File: src/rtl/vga_timing_gen_if.sv
// Raster bus between the VGA timing generator and its consumers.
// The generator takes the master modport; painters and the VGA connector take the slave modport.
interface vga_timing_gen_if;
    logic        pixelEn;
    logic [10:0] pixelX;
    logic [10:0] pixelY;
    logic        hSync;
    logic        vSync;
    logic        displayEn;
    logic        startOfFrame;
    logic [7:0]  frameCount;

    modport master (
        input  pixelEn,
        output pixelX,
        output pixelY,
        output hSync,
        output vSync,
        output displayEn,
        output startOfFrame,
        output frameCount
    );

    modport slave (
        output pixelEn,
        input  pixelX,
        input  pixelY,
        input  hSync,
        input  vSync,
        input  displayEn,
        input  startOfFrame,
        input  frameCount
    );
endinterface

File: src/rtl/vga_timing_gen.sv
// 640x480 VGA raster timing generator: pixel coordinates, active-low syncs,
// display enable, start-of-frame pulse and a free-running frame counter.
module vga_timing_gen #(
    parameter int H_VISIBLE = 640,
    parameter int H_FRONT   = 16,
    parameter int H_SYNC    = 96,
    parameter int H_BACK    = 48,
    parameter int V_VISIBLE = 480,
    parameter int V_FRONT   = 10,
    parameter int V_SYNC    = 2,
    parameter int V_BACK    = 33
) (
    input  logic              clk,
    input  logic              resetN,
    vga_timing_gen_if.master  vga
);

    localparam logic [10:0] H_LAST       = 11'(H_VISIBLE + H_FRONT + H_SYNC + H_BACK - 1);
    localparam logic [10:0] V_LAST       = 11'(V_VISIBLE + V_FRONT + V_SYNC + V_BACK - 1);
    localparam logic [10:0] H_VIS_END    = 11'(H_VISIBLE);
    localparam logic [10:0] V_VIS_END    = 11'(V_VISIBLE);
    localparam logic [10:0] H_SYNC_START = 11'(H_VISIBLE + H_FRONT);
    localparam logic [10:0] H_SYNC_END   = 11'(H_VISIBLE + H_FRONT + H_SYNC);
    localparam logic [10:0] V_SYNC_START = 11'(V_VISIBLE + V_FRONT);
    localparam logic [10:0] V_SYNC_END   = 11'(V_VISIBLE + V_FRONT + V_SYNC);

    logic [10:0] r_pixelX;
    logic [10:0] r_pixelY;
    logic        r_hSync;
    logic        r_vSync;
    logic        r_displayEn;
    logic        r_startOfFrame;
    logic [7:0]  r_frameCount;

    logic        w_lastX;
    logic        w_lastY;
    logic        w_frameWrap;
    logic [10:0] w_nextX;
    logic [10:0] w_nextY;
    logic        w_nextHSync;
    logic        w_nextVSync;
    logic        w_nextDisplayEn;

    // Decode every output from the coordinate the raster is about to move to,
    // so the registered flags always match the registered coordinates.
    always_comb begin
        w_lastX         = (r_pixelX == H_LAST);
        w_lastY         = (r_pixelY == V_LAST);
        w_frameWrap     = w_lastX && w_lastY;
        w_nextX         = w_lastX ? 11'd0 : r_pixelX + 11'd1;
        w_nextY         = r_pixelY;
        if (w_lastX) begin
            w_nextY = w_lastY ? 11'd0 : r_pixelY + 11'd1;
        end
        w_nextHSync     = !((w_nextX >= H_SYNC_START) && (w_nextX < H_SYNC_END));
        w_nextVSync     = !((w_nextY >= V_SYNC_START) && (w_nextY < V_SYNC_END));
        w_nextDisplayEn = (w_nextX < H_VIS_END) && (w_nextY < V_VIS_END);
    end

    always_ff @(posedge clk or negedge resetN) begin
        if (!resetN) begin
            r_pixelX       <= 11'd0;
            r_pixelY       <= 11'd0;
            r_hSync        <= 1'b1;
            r_vSync        <= 1'b1;
            r_displayEn    <= 1'b0;
            r_startOfFrame <= 1'b0;
            r_frameCount   <= 8'd0;
        end else if (vga.pixelEn) begin
            r_pixelX       <= w_nextX;
            r_pixelY       <= w_nextY;
            r_hSync        <= w_nextHSync;
            r_vSync        <= w_nextVSync;
            r_displayEn    <= w_nextDisplayEn;
            r_startOfFrame <= w_frameWrap;
            if (w_frameWrap) begin
                r_frameCount <= r_frameCount + 8'd1;
            end
        end else begin
            r_startOfFrame <= 1'b0;
        end
    end

    assign vga.pixelX       = r_pixelX;
    assign vga.pixelY       = r_pixelY;
    assign vga.hSync        = r_hSync;
    assign vga.vSync        = r_vSync;
    assign vga.displayEn    = r_displayEn;
    assign vga.startOfFrame = r_startOfFrame;
    assign vga.frameCount   = r_frameCount;

endmodule

File: src/flat_wrapper.sv
// flat-port wrapper written by rule: the top's interface ports become plain ports
module vga_timing_gen_flat 
#(
    parameter int H_VISIBLE = 640,
    parameter int H_FRONT   = 16,
    parameter int H_SYNC    = 96,
    parameter int H_BACK    = 48,
    parameter int V_VISIBLE = 480,
    parameter int V_FRONT   = 10,
    parameter int V_SYNC    = 2,
    parameter int V_BACK    = 33
)
  (clk, resetN, vga_pixelEn, vga_pixelX, vga_pixelY, vga_hSync, vga_vSync, vga_displayEn, vga_startOfFrame, vga_frameCount);
  vga_timing_gen_if vga_i ();
  input  logic clk;
  input  logic resetN;
  input wire logic [$bits(vga_i.pixelEn)-1:0] vga_pixelEn;
  output wire logic [$bits(vga_i.pixelX)-1:0] vga_pixelX;
  output wire logic [$bits(vga_i.pixelY)-1:0] vga_pixelY;
  output wire logic [$bits(vga_i.hSync)-1:0] vga_hSync;
  output wire logic [$bits(vga_i.vSync)-1:0] vga_vSync;
  output wire logic [$bits(vga_i.displayEn)-1:0] vga_displayEn;
  output wire logic [$bits(vga_i.startOfFrame)-1:0] vga_startOfFrame;
  output wire logic [$bits(vga_i.frameCount)-1:0] vga_frameCount;
  assign vga_i.pixelEn = vga_pixelEn;
  assign vga_pixelX = vga_i.pixelX;
  assign vga_pixelY = vga_i.pixelY;
  assign vga_hSync = vga_i.hSync;
  assign vga_vSync = vga_i.vSync;
  assign vga_displayEn = vga_i.displayEn;
  assign vga_startOfFrame = vga_i.startOfFrame;
  assign vga_frameCount = vga_i.frameCount;
  vga_timing_gen #(.H_VISIBLE(H_VISIBLE), .H_FRONT(H_FRONT), .H_SYNC(H_SYNC), .H_BACK(H_BACK), .V_VISIBLE(V_VISIBLE), .V_FRONT(V_FRONT), .V_SYNC(V_SYNC), .V_BACK(V_BACK)) u_core (.clk(clk), .resetN(resetN), .vga(vga_i));
endmodule
File: config.mk
export PLATFORM = sky130hd
export DESIGN_NAME = vga_timing_gen_flat
export DESIGN_NICKNAME = d
export VERILOG_FILES = /design/src/rtl/vga_timing_gen_if.sv /design/src/rtl/vga_timing_gen.sv /design/src/flat_wrapper.sv
export SDC_FILE = /design/constraint.sdc
export NUM_CORES = 1
export LEC_CHECK = 0
export CORE_AREA = 2 2 65 67
export DETAILED_ROUTE_END_ITERATION = 10
export DIE_AREA = 0 0 67 69
export PLACE_DENSITY = 0.8
export SLEW_MARGIN = 20
export SYNTH_ARGS = -nofsm -noshare
export SYNTH_HDL_FRONTEND = slang
export SYNTH_SLANG_ARGS = --single-unit
export TNS_END_PERCENT = 20
File: constraint.sdc
create_clock -name clk -period 8.1 [get_ports clk]
set_clock_uncertainty 0.2 [all_clocks]
set_input_delay 1.215 -clock clk [delete_from_list [all_inputs] [get_ports clk]]
set_output_delay 1.215 -clock clk [all_outputs]
set_load 0.02 [all_outputs]
# --- After elaboration in Yosys (flattened, before gate mapping) ---
# Index checks and enable logic that the tools add are counted.
op_classes:
  n_addsub: 3
  order_cmp: 6
  n_eq_ne: 2
  n_mux: 4
  reduce_logical: 7
ops:
  columns: ["operator", "count"]
  rows:
  - ["two-way mux 11 bit", 3]
  - ["adder 11 x 1 -> 11 bit (second input constant)", 2]
  - ["== test 11 x 10 -> 1 bit (second input constant)", 2]
  - ["< comparator 11 x 10 -> 1 bit (second input constant)", 2]
  - ["< comparator 11 x 9 -> 1 bit (second input constant)", 2]
  - [">= comparator 11 x 10 -> 1 bit (second input constant)", 1]
  - [">= comparator 11 x 9 -> 1 bit (second input constant)", 1]
  - ["adder 8 x 1 -> 8 bit (second input constant)", 1]
  - ["logical AND 1 bit", 4]
  - ["logical NOT 1 bit", 2]
  - ["AND reduction 2 bit", 1]
  - ["two-way mux 1 bit", 1]
word_totals:
  regBits: 34
  inputBits: 3
  output_inout_bits: 34
  wordCells: 29

# --- Depth between registers and ports, before layout ---
# Gate-level depths: netlist of run 1.
logic_depth:
  ltp_word: 6
  mapped_depth: 9
  depth_no_buf: 8

# --- Worst setup path after synthesis of run 1 ---
# No wires, ideal clock.
synth_timing:
  path_type: "register to register"
  start: "register u_core.r_pixelX[5] (netlist: u_core.vga.pixelX[5])"
  end: "register u_core.r_displayEn (netlist: u_core.vga.displayEn)"
  setup_time_ps: 96
  t_arrival_ps: 2468
  t_required_ps: 7804
  slack_ps: 5337
  stages_incl_launch_ff: 9
  path_buffers: 2
  period_less_slack_ps: 2763
  cell_sequence: "dfrtp_1 > buf_6 > or4b_4 > or2_1 > or3_1 > clkbuf_1 > xnor2_1 > and3_1 > o32ai_2"
synth_via:
  elab_chain_len: 4
  word_cells_on_any_way: 7
  cone_classes: "add/sub (1); order compare (2); eq/ne (1); mux (2); reduce/logical (1)"
synth_rtl:
  columns: ["item", "line_no", "rtl"]
  rows:
  - ["start, declared", "vga_timing_gen.sv:27", "logic [10:0] r_pixelX;"]
  - ["start signal, assigned", "vga_timing_gen.sv:70", "r_pixelX <= w_nextX;"]
  - ["adder 11 x 1 -> 11 bit / == test 11 x 10 -> 1 bit (equally long branches)", "vga_timing_gen.sv:50, vga_timing_gen.sv:47", null]
  - ["two-way mux 11 bit (on tied branches)", "vga_timing_gen.sv:50, vga_timing_gen.sv:52", null]
  - ["< comparator 11 x 10 -> 1 bit / < comparator 11 x 9 -> 1 bit (equally long branches)", "vga_timing_gen.sv:57", "w_nextDisplayEn = (w_nextX < H_VIS_END) && (w_nextY < V_VIS_END);"]
  - ["logical AND 1 bit *", "vga_timing_gen.sv:57", null]
  - ["end signal, assigned", "vga_timing_gen.sv:74", "r_displayEn <= w_nextDisplayEn;"]
  - ["end, declared", "vga_timing_gen.sv:31", "logic r_displayEn;"]
# Every way passes the cells marked *; elsewhere a longest branch is shown, timed or not.
# A chain may end at the register's enable or synchronous reset.

==> impl.org, run 1 <==
** Synth
- Sorting the synthesized cells by area gives the leading types as sky130_fd_sc_hd__dfrtp_1 (39%), sky130_fd_sc_hd__xnor2_1 (6.4%), sky130_fd_sc_hd__nand4_1 (3.9%), sky130_fd_sc_hd__nand2_1 (3.6%), sky130_fd_sc_hd__o21ai_0 (3.6%).
- Primary FF master, synth :: sky130_fd_sc_hd__dfrtp_1
- In this run the mean area of a mapped cell was a little over 9 sq um.
- Number of distinct library cells after synthesis :: 55
- Sequential share of the synthesized area :: 0.413
- The most common cell in the synthesized netlist is sky130_fd_sc_hd__dfrtp_1.
- When the netlist entered floorplanning its net count stood at 231.
- Synthesis handed over a netlist of 224 instances.
- After synthesis the netlist holds a flip-flop and latch count of 34.
- Top post-synthesis cells by count :: sky130_fd_sc_hd__dfrtp_1 (32), sky130_fd_sc_hd__nand2_1 (20), sky130_fd_sc_hd__o21ai_0 (15), sky130_fd_sc_hd__xnor2_1 (15), sky130_fd_sc_hd__nor2_1 (14)
- Number of warning messages in the yosys log :: 0
- Of the post-synthesis cell area, the dominant cell type holds 0.387.
- Proportion of synthesized flip-flops having asynchronous set or reset :: 1.00
- The synthesized design contains 0 enable-type register cells.
- Top cell type by total area after synthesis :: sky130_fd_sc_hd__dfrtp_1
- Post-Syn Area :: 2070 sq um

** Place
- Before CTS, the worst setup slack after placement is ~4400 ps.
- Placed wire-length estimate :: 3320 um
- IO buf count :: 36
- Routability-driven placement finished with a final weighted congestion of 0.889.

** Route
- Detailed routing inserted a total of approximately 1800 vias.
- After detailed routing, the number of remaining DRC violations is 0.
- The count of nets left with antenna violations once routing finished came out at 0.
- Number of iterations in the first detailed-routing pass :: 4
- For this block, the routed nets add up to 4780 um of wire.
- In the routed layout, each cell is associated on average with a via count of roughly 5.9.
- Final routed wire length divided by cell count :: approximately 16 um
- DRT iter0 DRCs :: 171

** Setup path
- STA classifies the critical path startpoint as an input port.
- Maximum single-stage delay on the critical path :: 1060 ps
- The worst setup path is captured at a flip-flop.
- Setup slack on the worst reg-to-reg path comes out at between 5000 and 6000 ps.
- The slowest stage of the critical path belongs to the cell sky130_fd_sc_hd__clkdlybuf4s50_1.
- Counting both buffers and inverters, the worst setup path holds a total of 2.
- Measured in cells, the most critical reg-to-reg path has a length of 6.
- The critical path goes through clkdlybuf4s50_1 > clkinv_1 > nor2_1 > nand3b_1 > o32a_1.
- CP Class :: input port to flip-flop
- Data on the critical path arrives at its endpoint at about 3500 ps.
- Reg-to-reg critical path startpoint :: u_core.vga.pixelX[5]
- CP delay by family, top :: buffers and inverters
- Along the worst path, the maximum fanout reaches 25.
- STA puts the critical path data required time at approximately 8100 ps.
- Crit Reg-Reg Endpoint :: u_core.vga.vSync
- The critical path runs through a total of 5 cells.

** Global route
- Vias in the first global route :: roughly 1700
- After global routing the overflow that remains totals 0.
- GR Util All Layers :: 0.226
- The number of antenna violations at the first check in global routing is 0.
- Maximum number of pins on one net before global-route repair :: 35
- Global-route wire length before repair :: between 8000 and 9000 um

** Floorplanning
- I/O pin total :: 37
- Die Area :: 4620 sq um
- In this run the standard cell core region covers 3910 sq um.
- In this run the horizontal extent of the chip is 67 um.
- Std cell rows :: 23
- Chip height :: slightly below 70 um
- The initial utilization of the core area, before any placement, comes to 0.528.

** STA
- Final critical-path setup slack :: around 4700 ps
- Setup repair after global routing left no endpoint under its margin.
- Number of hold violations in the final report :: 0
- Final period utilization :: 0.426
- Setup violations remaining at the end of the flow were counted as 0.
- Total count of max-transition violations in the final report :: 0
- Post-Route Hold Slack :: about 300 ps
- Tightest Pin Transition :: between 900 and 1000 ps
- For this run, the top clock speed supported by timing is between 200 and 300 MHz.
- In the final timing run, aggregate negative setup slack is 0 ps.
- The smallest clock period supported by the final layout is computed as ~3400 ps.
- Measured against its own limit, the worst slew margin works out to 0.396.

** Finish
- Compared with the post-synthesis result, the final layout area differs by 23.0%.
- Measured on the finished design, the core utilization comes to 0.650.
- Of the cells placed in the final design, the portion with a size suffix greater than 1 is 0.0902.
- Final-stage net count :: about 260
- Fill cells in the final layout number 343.
- Summing all multi-input logic gate instances after layout gives roughly 1100 sq um.
- FF+latch area :: 853 sq um
- Antenna fix cells :: 0

** Run
- Max_cap viols :: 0

** Worst hold path
- The min-delay analysis places its worst path in the category flip-flop to flip-flop.
- The worst hold path terminates at u_core.vga.frameCount[6].
- Counting instances, the worst hold path has a depth of 1.
- Startpoint of the lowest-slack hold path :: u_core.vga.frameCount[6]

** Clock tree
- The tree built by TritonCTS fans out to 34 sinks.
- In this run, post-CTS hold repair placed 0 buffers.
- Clock tree root buffer cell :: sky130_fd_sc_hd__clkbuf_8
- Post-CTS setup buffers :: 0
- After clock tree synthesis, the repair step resized 0 gates.
- Clock slew seen by the registers of the worst setup and hold paths :: ~70 ps
- Buffers from clock root to sink, at most :: 2
- The clock tree synthesis step divided the H-tree into 2 levels.
- TritonCTS built the clock tree.
- The clock reaches the later pin of the worst-skew pair after between 200 and 300 ps.
- The number of clock buffers added by TritonCTS is 5.

** Pwr
- IR analysis of the VDD net gives a maximum drop of about 0.12 mV.
- Power comes to 519 uW.
- In this run the power density over the cells is about 200 nW/um^2.
- For this design the static power due to leakage is 1.00 nW.

** Outcome
- The flow ran to the end, and the final reports show no timing, DRC or antenna violations.
worst max path at each step:
stage / start / to / slack [ps]
3_5_place_dp: vga_pixelEn / u_core.vga.hSync / 4350
6_report: vga_pixelEn / u_core.vga.hSync / 4650
5_1_grt: vga_pixelEn / u_core.vga.hSync / 4430
3_3_place_gp: vga_pixelEn / u_core.vga.hSync / 4390
4_1_cts: vga_pixelEn / u_core.vga.hSync / 4660
2_1_floorplan: u_core.vga.pixelX[5] / u_core.vga.displayEn / 5340
logic make-up after synthesis:
| kind of cell | after synthesis | share of synthesized area |
|---|---|---|
| buffers and inverters | 20 | 0.0411 |
| adders and majority gates | 4 | 0.0242 |
| DFF | 34 | 0.413 |
| AOI/OAI and AO/OA | 45 | 0.151 |
| and+or+nand+nor | 99 | 0.275 |
| muxes | 3 | 0.0151 |
| xor gates and xnor gates | 19 | 0.0805 |
flip-flops by register name, indices dropped and copies added (netlist names):
name / cells
u_core.vga.startOfFrame: 1
u_core.vga.vSync: 1
u_core.vga.hSync: 1
u_core.vga.pixelX: 11
u_core.vga.frameCount: 8
u_core.vga.displayEn: 1
u_core.vga.pixelY: 11
layout by cell type, fill, tap and decap left out, types with 5 or more instances in the layout:
master                            instances
sky130_fd_sc_hd__xnor2_1                 15
sky130_fd_sc_hd__clkbuf_8                 5
sky130_fd_sc_hd__nand3_1                 10
sky130_fd_sc_hd__nand4_1                 13
sky130_fd_sc_hd__a21oi_1                  7
sky130_fd_sc_hd__nand2b_1                 5
sky130_fd_sc_hd__o31ai_1                  6
sky130_fd_sc_hd__and3_1                   6
sky130_fd_sc_hd__dfrtp_1                 32
sky130_fd_sc_hd__nand2_1                 20
sky130_fd_sc_hd__clkdlybuf4s50_1         36
sky130_fd_sc_hd__inv_1                    5
sky130_fd_sc_hd__o21ai_0                 15
sky130_fd_sc_hd__nor2_1                  14
final cells by class:
type | instances | share of cell area
sequential | 34 | 0.335
multi-input combinational | 170 | 0.444
timing repair buffer | 37 | 0.145
inverter | 6 | 0.00885
tap | 50 | 0.0246
clock buffer | 5 | 0.0270
clock inverter | 3 | 0.0157
metrics by stage:
stage                     instances  instance area, sq um
after floorplan                 224                  2070
after global placement          297                  2440
after detailed placement        297                  2440
after CTS                       305                  2540
after global routing            305                  2540
final                           305                  2540
power breakdown:
part           total (mW)  switching (mW)  internal [mW]  leakage, nW
Sequential          0.226          0.0378          0.188        0.428
Clock               0.153          0.0621         0.0905       0.0579
Combinational       0.141          0.0745         0.0662        0.517
Total               0.519           0.174          0.345         1.00
worst register-to-register path, cell delays in order (launching register included):
cell	delay [ps]
sky130_fd_sc_hd__dfrtp_1	490
sky130_fd_sc_hd__or4b_4	630
sky130_fd_sc_hd__nor3_2	590
sky130_fd_sc_hd__nand2_1	160
sky130_fd_sc_hd__o311ai_0	470
sky130_fd_sc_hd__and4b_1	250
sky130_fd_sc_hd__a31oi_1	180
per-layer routing:
metal  GRT usage  wire (um)  vias to the layer above
li1            -          -                      878
met1       0.296       2170                      867
met2       0.358       2360                       48
met3      0.0555        196                        6
met4      0.0839         54                        0
met5           0          0                        -
No activity file was read; power rests on OpenSTA's default activity.
==> run 2, diff against run 1 <==
--- a/config.mk
+++ b/config.mk
@@ -5,10 +5,10 @@
 export SDC_FILE = /design/constraint.sdc
 export NUM_CORES = 1
 export LEC_CHECK = 0
-export CORE_AREA = 2 2 65 67
+export CORE_AREA = 2 2 67 69
 export DETAILED_ROUTE_END_ITERATION = 10
-export DIE_AREA = 0 0 67 69
-export PLACE_DENSITY = 0.8
+export DIE_AREA = 0 0 69 71
+export PLACE_DENSITY = 0.76
 export SLEW_MARGIN = 20
 export SYNTH_ARGS = -nofsm -noshare
 export SYNTH_HDL_FRONTEND = slang
==> constraint.sdc (replaced) <==
create_clock -name clk -period 3.2 [get_ports clk]
set_clock_uncertainty 0.2 [all_clocks]
set_input_delay 0.48 -clock clk [delete_from_list [all_inputs] [get_ports clk]]
set_output_delay 0.48 -clock clk [all_outputs]
set_load 0.02 [all_outputs]
==> run 2 against run 1 <==
Core utilization down 3.8 points. Sequential share of layout area down 0.39 points. Critical endpoint is now u_core.vga.displayEn. Register-to-register slack worse by 4600 ps. Clock power rose to 2.6 times the previous value. Die area up 6.0%. Via count up 0.94%. Global-route usage down 2.8 points. Non-clock buffer count up 3.
==> impl.org, run 2 (synthesis gave the netlist of run 1 again) <==
** Finish
- Fill cell total of the finished layout :: 357
- Antenna fix cells :: 0
- From synthesis to final layout, the design area changed by 24.5%.
- Final-stage net count :: between 200 and 300
- Share of layout cells above drive strength 1 :: 0.101
- Commonest non-fill, non-tap cell in the layout :: sky130_fd_sc_hd__clkdlybuf4s50_1
- In the layout the commonest cells are sky130_fd_sc_hd__clkdlybuf4s50_1 (36), sky130_fd_sc_hd__dfrtp_1 (32), sky130_fd_sc_hd__nand2_1 (20).

** Setup path
- CP delay by family, top :: simple AND/OR/NAND/NOR gates
- Cell with the largest stage delay on the worst path :: sky130_fd_sc_hd__or4b_4
- Critical path capture point type :: flip-flop
- Endpoint required time on the critical path :: between 3000 and 4000 ps
- In this design, the stage delay of the slowest critical-path cell is roughly 600 ps.
- STA classifies the critical path startpoint as a flip-flop.
- The number of buffers and inverters on the critical path is 0.
- CP max FO :: 11
- CP Class :: flip-flop to flip-flop
- Cell-by-cell trace of the critical path :: or4b_4 > or2_1 > or4_1 > a21oi_1 > and2_1 > o32ai_2
- Data arrival time of the worst path :: approximately 2700 ps

** Floorplanning
- The die covers approximately 4900 sq um.
- Floorplan Core Area :: between 4000 and 5000 sq um
- For this configuration, the core starts out at a cell density of 0.492.
- Chip height :: just over 70 um
- Die outline width :: just under 70 um
- I/O pin total :: 37
- The floorplan has 24 rows.

** Route
- The count of nets left with antenna violations once routing finished came out at 0.
- Vias/cell :: between 5 and 6
- DRT iter0 DRCs :: around 160
- In the routed design, unresolved DRC markers number 0.
- The final layout contains routed wiring with a total length of 4610 um.
- The pre-antenna-repair detailed-routing pass consisted of 4 iterations.
- Final routed wire length divided by cell count :: between 10 and 15 um
- The final route contains ~1800 vias.

** Run
- Max_cap viols :: 0

** Pwr
- Static Leakage :: 1.01 nW
- The share of total power dissipated in the clock network is 0.303.
- IR analysis of the VDD net gives a maximum drop of 0.228 mV.
- Sequential power share :: 0.430
- Of the total power, the share spent switching nets is 0.335.
- Net Switching :: 442 uW
- Comb pwr share :: 0.267
- Power density over the cells :: between 500 and 600 nW/um^2
- Cell internal power dissipation :: ~880 uW

** Clock tree
- In this run the number of H-tree levels came out at 2.
- TritonCTS built the clock tree.
- Once the clock tree was built, the setup fixing pass inserted 0 buffers.
- Buffers from clock root to sink, at most :: 2
- Gates resized during post-CTS repair numbered 0.
- Clock latency on the worst-skew pair :: 290 ps
- Number of hold-repair buffers added at the cts stage :: 0
- After clock tree synthesis, the clock-pin slew on the worst setup and hold paths is roughly 70 ps.
- Clk sink count :: 34
- Clock tree root buffer cell :: sky130_fd_sc_hd__clkbuf_8
- Buffers inserted during clock tree synthesis total 5.

** Place
- RePlAce Congestion :: roughly 0.95
- After legalization and detailed placement, the total HPWL measured roughly 3300 um.
- Pre-CTS worst setup slack :: approximately 500 ps
- IO buf count :: 36

** STA
- At the pin with the least slew margin, the transition time is roughly 510 ps.
- Setup repair after global routing left no endpoint under its margin.
- In the finished design, the share of the clock period the worst path needs comes to 0.854.
- In the post-route analysis, the smallest setup slack over all paths is approximately 470 ps.
- Top achievable clock speed :: ~370 MHz
- Setup violations, final :: 0
- Headroom to the max-slew limit came out at 0.659.
- Post-layout minimum cycle time :: 2730 ps
- The count of pins over their slew limit was 0.
- Setup TNS :: 0 ps
- Number of hold violations in the final report :: 0

** Worst hold path
- Class of the tightest hold or removal check :: flip-flop to flip-flop

** Global route
- The first global-routing pass estimated 7860 um of wire.
- For this run, the total global-route usage over all layers was measured as 0.198.
- Antenna violations before repair :: 0
- Maximum number of pins on one net before global-route repair :: 35
- Vias in the first global route :: between 1500 and 2000
- Global-route congestion overflow total :: 0

** Outcome
- Outcome :: finished, final reports clean
## run 2: cell types whose count changed in the layout (fill, tap and decap cells not counted), sizes merged
| cell | delta |
|---|---|
| clkinv | -2 |
| buf | +3 |
| clkinvlp | +2 |
## run 2: layout make-up
class | count | area (sq um) | share of cell area
Inverter | 6 | 22.5 | 0.00875
Sequential cell | 34 | 853 | 0.331
Tap cell | 52 | 65.1 | 0.0253
Clock inverter | 3 | 45.0 | 0.0175
Multi-Input combinational cell | 170 | 1130 | 0.439
Timing Repair Buffer | 40 | 390 | 0.152
Clock buffer | 5 | 68.8 | 0.0267
## run 2: path summary, 6_finish.rpt
path	startpoint	to	slack, ps	cells after the start
worst max-delay path	u_core.vga.pixelX[5]	u_core.vga.displayEn	470	6
worst min-delay path	u_core.vga.frameCount[7]	u_core.vga.frameCount[7]	290	1
worst max register to register	u_core.vga.pixelX[5]	u_core.vga.displayEn	470	6
worst min register to register	u_core.vga.frameCount[7]	u_core.vga.frameCount[7]	290	1
max in group asynchronous	resetN	u_core.vga.hSync	2070	2
min in group asynchronous	resetN	u_core.vga.frameCount[4]	400	2
## run 2: through the flow
step                      total power [mW]  cell area [sq um]   util  cells  hold WS [ps]
final                                 1.32               2570  0.613    310           292
after global routing                  1.38               2570  0.613    310           309
after CTS                             1.33               2570  0.613    310           295
after detailed placement             0.928               2460  0.585    302           284
after global placement               0.918               2460  0.585    302           260
after floorplan                      0.791               2070      -    224         -15.6
## run 2: power groups by stage
stage | Combinational, mW | Sequential, mW | Clock (mW)
2_1_floorplan | 0.189 | 0.602 | 0
3_3_place_gp | 0.347 | 0.572 | 0
3_5_place_dp | 0.354 | 0.574 | 0
4_1_cts | 0.355 | 0.566 | 0.408
5_1_grt | 0.383 | 0.578 | 0.420
6_report | 0.352 | 0.567 | 0.398
## run 2: routing by layer
metal	up-vias	wire [um]	global-route usage
met5	-	0	0
met1	854	2190	0.279
li1	884	-	-
met3	11	252	0.0427
met2	67	2050	0.293
met4	0	110	0.0893
==> run 3, diff against run 2 <==
--- a/config.mk
+++ b/config.mk
@@ -8,7 +8,9 @@
 export CORE_AREA = 2 2 67 69
 export DETAILED_ROUTE_END_ITERATION = 10
 export DIE_AREA = 0 0 69 71
+export HOLD_SLACK_MARGIN = 0.1
 export PLACE_DENSITY = 0.76
+export SKIP_CTS_REPAIR_TIMING = 1
 export SLEW_MARGIN = 20
 export SYNTH_ARGS = -nofsm -noshare
 export SYNTH_HDL_FRONTEND = slang
==> results of run 3 <==
The final DEF is identical to that of run 2; final timing and power are the same.
